$ cat src/rtl/fetch_sequencer.sv
// Purpose: instruction-fetch PC sequencer. Drives the imem request and presents fetched PCs to the IF/ID register.
// Latency: an accepted fetch appears on pc_if/if_valid one cycle after imem_ready; a redirect takes effect on the next edge.
// Backpressure: imem_ready=0 holds the request at pc; stall=1 parks an accepted fetch in HOLD until ID releases it.
//
// Ports:
//   clk, rst             single clock, synchronous active-high reset
//   stall                ID-stage hold request
//   branch_taken/target  one-cycle redirect with its target PC
//   imem_ready           instruction memory completes the current fetch
//   pc, npc              current fetch address and pc + INC (mod 2^32)
//   imem_req             fetch request, high exactly in REQ
//   if_valid, pc_if      fetched-instruction valid flag and its address
//   fetch_count          number of accepted fetches (wraps at 16 bits)
module fetch_sequencer #(
    parameter logic [31:0] RESET_PC = 32'h00000000,
    parameter logic [31:0] INC      = 32'h00000001
) (
    input  logic        clk,
    input  logic        rst,
    input  logic        stall,
    input  logic        branch_taken,
    input  logic [31:0] branch_target,
    input  logic        imem_ready,
    output logic [31:0] pc,
    output logic [31:0] npc,
    output logic        imem_req,
    output logic        if_valid,
    output logic [31:0] pc_if,
    output logic [15:0] fetch_count
);

    typedef enum logic [1:0] {
        IDLE = 2'd0,
        REQ  = 2'd1,
        HOLD = 2'd2
    } state_t;

    state_t state;

    // 32-bit add naturally wraps at 2^32.
    assign npc      = pc + INC;
    assign imem_req = (state == REQ);

    always_ff @(posedge clk) begin
        if (rst) begin
            state       <= IDLE;
            pc          <= RESET_PC;
            pc_if       <= RESET_PC;
            if_valid    <= 1'b0;
            fetch_count <= 16'h0000;
        end else begin
            case (state)
                IDLE: begin
                    // Redirects are ignored until the first request is issued.
                    if_valid <= 1'b0;
                    state    <= REQ;
                end
                REQ: begin
                    if (branch_taken) begin
                        // Redirect wins over a completing fetch, which is dropped.
                        pc       <= branch_target;
                        if_valid <= 1'b0;
                        state    <= REQ;
                    end else if (imem_ready) begin
                        pc_if       <= pc;
                        if_valid    <= 1'b1;
                        fetch_count <= fetch_count + 16'd1;
                        if (stall) begin
                            // Keep pc so the parked instruction's successor is fetched on release.
                            state <= HOLD;
                        end else begin
                            pc <= npc;
                        end
                    end else begin
                        if_valid <= 1'b0;
                    end
                end
                HOLD: begin
                    if (branch_taken) begin
                        pc       <= branch_target;
                        if_valid <= 1'b0;
                        state    <= REQ;
                    end else if (!stall) begin
                        // ID consumes the parked instruction on this edge.
                        pc       <= npc;
                        if_valid <= 1'b0;
                        state    <= REQ;
                    end
                end
                default: begin
                    if_valid <= 1'b0;
                    state    <= IDLE;
                end
            endcase
        end
    end

endmodule

$ cat config.mk
export PLATFORM = sky130hd
export DESIGN_NAME = fetch_sequencer
export DESIGN_NICKNAME = d
export VERILOG_FILES = /design/src/rtl/fetch_sequencer.sv
export SDC_FILE = /design/constraint.sdc
export NUM_CORES = 1
export LEC_CHECK = 0
export CORE_MARGIN = 2
export CORE_UTILIZATION = 26
export DETAILED_ROUTE_END_ITERATION = 10
export SETUP_SLACK_MARGIN = 0.02
export SLEW_MARGIN = 10
export SYNTH_ARGS = -nofsm -noshare
export SYNTH_HDL_FRONTEND = slang
export SYNTH_SLANG_ARGS = --single-unit
$ cat constraint.sdc
create_clock -name clk -period 2.15 [get_ports clk]
set_input_delay 0.645 -clock clk [delete_from_list [all_inputs] [get_ports clk]]
set_output_delay 0.645 -clock clk [all_outputs]
set_load 0.03 [all_outputs]
==> flow_summary.json <==
{
  "outcome": "finished with violations",
  "violations": "negative setup slack",
  "p_sw_share_pct": 33.51,
  "cts_tree": "built",
  "chipHeight_microns": 136.0,
  "r2r-start": "pc[0]",
  "wl_microns": 17040,
  "slew_violations": 0,
  "port_buffers": 150,
  "m1WireLength_microns": 7506,
  "ant_nets": 0,
  "holdCritPathClass": "flip-flop to flip-flop",
  "area_growth_pct": 85.36,
  "post_synth_inst_count": 601,
  "hold_depth": 2,
  "grt_pass1_vias": 4882,
  "p_int_mw": 3.237,
  "final_area_sq_um": 8398,
  "die-width_microns": 136.0,
  "root_buffer": "clkbuf_16",
  "diodes": 0,
  "vdd_drop_max_v": 0.0003905,
  "synth-edff-count": 0,
  "numPlacedInstances": 1027,
  "startpoint_type": "flip-flop",
  "drc": 0,
  "avgSynthCellArea_sq_um": 7.538,
  "synthArstFlopShare_pct": 0,
  "layout.area.seq_sq_um": 1722,
  "cts_buffers": 9,
  "p_comb_share_pct": 32.0,
  "worstRegToRegCells": 9,
  "fmax_ghz": 0.3695,
  "synth_seq_area_share_pct": 36.67,
  "cts_sinks": 83,
  "worstMarginPinSlew_ps": 437.6,
  "grt_pass1_wl_microns": 25950,
  "drtIter0Drc": 278,
  "multi_input_area_sq_um": 3274,
  "yosysUniqueCellTypes": 50,
  "vias": 5215,
  "wl_met2_microns": 8429,
  "maxCapViolCount": 0,
  "syn_nets": 644,
  "worstHoldStart": "pc_if[4]",
  "synth_top_area_cell": "dfxtp_1",
  "io_pins": 151,
  "setup_tns_ps": -10880,
  "placed_area_sq_um": 7323,
  "yosysMostFrequentCell": "nand2_1",
  "clockBufferDepth": 2,
  "ys_seq_elements": 83,
  "fin_crit_ps": 2706,
  "num-fill-cells": 1729,
  "p_seq_share_pct": 34.8,
  "met3_length_microns": 954,
  "setup_ws_ps": -556.3,
  "yosys_warnings": 0,
  "crit_required_ps": 1500,
  "power.switching_mw": 1.631,
  "slew_headroom_pct": 70.58,
  "layout.cells.non_filler": 1078,
  "pre_cts_ws_ps": -282.0,
  "top_layer_used": "met4",
  "hold_viol": 0,
  "whs_ps": 452.3,
  "synth_area_leaders": "dfxtp_1 (37%), nand2_1 (9.5%), a21oi_1 (6.8%)",
  "grt_use_total_pct": 18.07,
  "startpoint": "pc[4]",
  "grt_max_degree": 51,
  "finalSetupViolCount": 30,
  "start_util_pct": 26.38,
  "first_pass_iters": 5,
  "fp.coreArea_sq_um": 17180,
  "place.detailed.hpwl_microns": 11700,
  "end_kind": "primary output",
  "worstPathArrival_ps": 2060,
  "globalRoute.totalOverflow": 0,
  "worstPathMaxFanout": 3,
  "pwr-share-clk_pct": 33.2,
  "synthTopCellsByCount": "nand2_1 (115), dfxtp_1 (83), a21oi_1 (62)",
  "cts_hold_buf": 0,
  "p_per_area_nw_per_um2": 579.7,
  "gp_congestion": 0.7823,
  "vias_per_cell": 4.838,
  "nets": 891,
  "antenna_found_initial": 0,
  "clock_latency_ps": 350,
  "synth.top_cell.area_share_pct": 36.67,
  "crit_type": "flip-flop to primary output",
  "rsz0062_at_grt": "yes",
  "ys.flop_type": "dfxtp_1",
  "final.period_utilization_pct": 125.9,
  "netlist_area_sq_um": 4531,
  "dieArea_sq_um": 18500,
  "leakagePower_nw": 3.600,
  "cts.reportedPaths.clkPinSlew_ps": 70,
  "htreeDepth": 3,
  "wl_per_cell_microns": 15.80,
  "rows": 48,
  "skew_ps": 8.365,
  "drive_above_1_share_pct": 32.94
}
worst paths after layout:
path	endpoint	slack, ps
hold reg to reg	pc_if[4]	450
hold / removal	pc_if[4]	450
setup reg to reg	pc[22]	-10
setup / recovery	npc[29]	-560
repair_timing:
item,CTS,global route
cloned,0,0
gates resized for setup,108,52
endpoints found under the setup margin,67,41
pin swaps,22,38
setup buffers,19,25
cell usage in the layout (no fill, tap or decap), types with 7 or more instances in the layout:
cell	count
dlygate4sd2_1	33
nor2_1	35
clkbuf_16	9
xor2_2	7
a31oi_1	14
and3_1	10
dlymetal6s2s_1	7
nor2_4	9
xor2_1	12
buf_12	15
o21ai_0	22
dfxtp_4	12
clkdlybuf4s50_1	77
dfxtp_1	59
dfxtp_2	12
xnor2_4	10
nand2b_1	7
inv_1	14
nand2_1	109
a21oi_1	62
buf_4	108
xnor2_2	7
nand3_1	21
buf_6	41
nand3_4	8
nand4_1	14
layout make-up:
class	instances	area share, %
Timing Repair Buffer	285	32.93
Inverter	14	0.6257
Clock buffer	10	2.846
Tap cell	225	3.352
Clock inverter	6	0.7598
Sequential cell	83	20.50
Multi-Input combinational cell	455	38.99
sequential cells by signal, indices dropped and copies added, names as in the netlist:
register     cells
state            2
pc_if           32
pc              32
fetch_count     16
if_valid         1
metal layers:
metal / vias up / global-route usage [%]
met5: - / 0
met4: 0 / 3.472
met3: 11 / 5.145
met2: 125 / 30.49
met1: 2487 / 23.07
li1: 2592 / -
power groups by stage:
stage | logic (mW) | registers [mW] | clock network [mW]
final | 1.56 | 1.69 | 1.62
after global placement | 1.53 | 1.72 | 0
after global routing | 1.66 | 1.71 | 1.73
after floorplan | 0.649 | 1.90 | 0
after CTS | 1.52 | 1.70 | 1.67
after detailed placement | 1.53 | 1.72 | 0
kinds of logic after synthesis:
kind of cell / Yosys count / synth area share [%]
flip-flops: 83 / 36.67
XOR/XNOR: 44 / 8.506
adder cells (fa/ha/maj): 6 / 1.657
AO/OA/AOI/OAI: 132 / 17.65
AND/OR/NAND/NOR: 268 / 28.83
buffers and inverters: 63 / 5.551
multiplexers: 5 / 1.132
critical path: stages (launching register included):
cell     delay (ps)
dfxtp_4         380
nand4_4         120
nor4_4          270
buf_4           190
nand4_1         100
buf_4           180
nor2_4          130
xor2_2          190
buf_12          140
per-stage QoR:
| stage | util (%) | power (mW) |
|---|---|---|
| 6_report | 48.89 | 4.868 |
| 5_1_grt | 48.89 | 5.097 |
| 4_1_cts | 46.81 | 4.887 |
| 3_5_place_dp | 42.64 | 3.254 |
| 3_3_place_gp | 42.64 | 3.251 |
| 2_1_floorplan | - | 2.552 |
No activity file was read; power rests on OpenSTA's default activity.
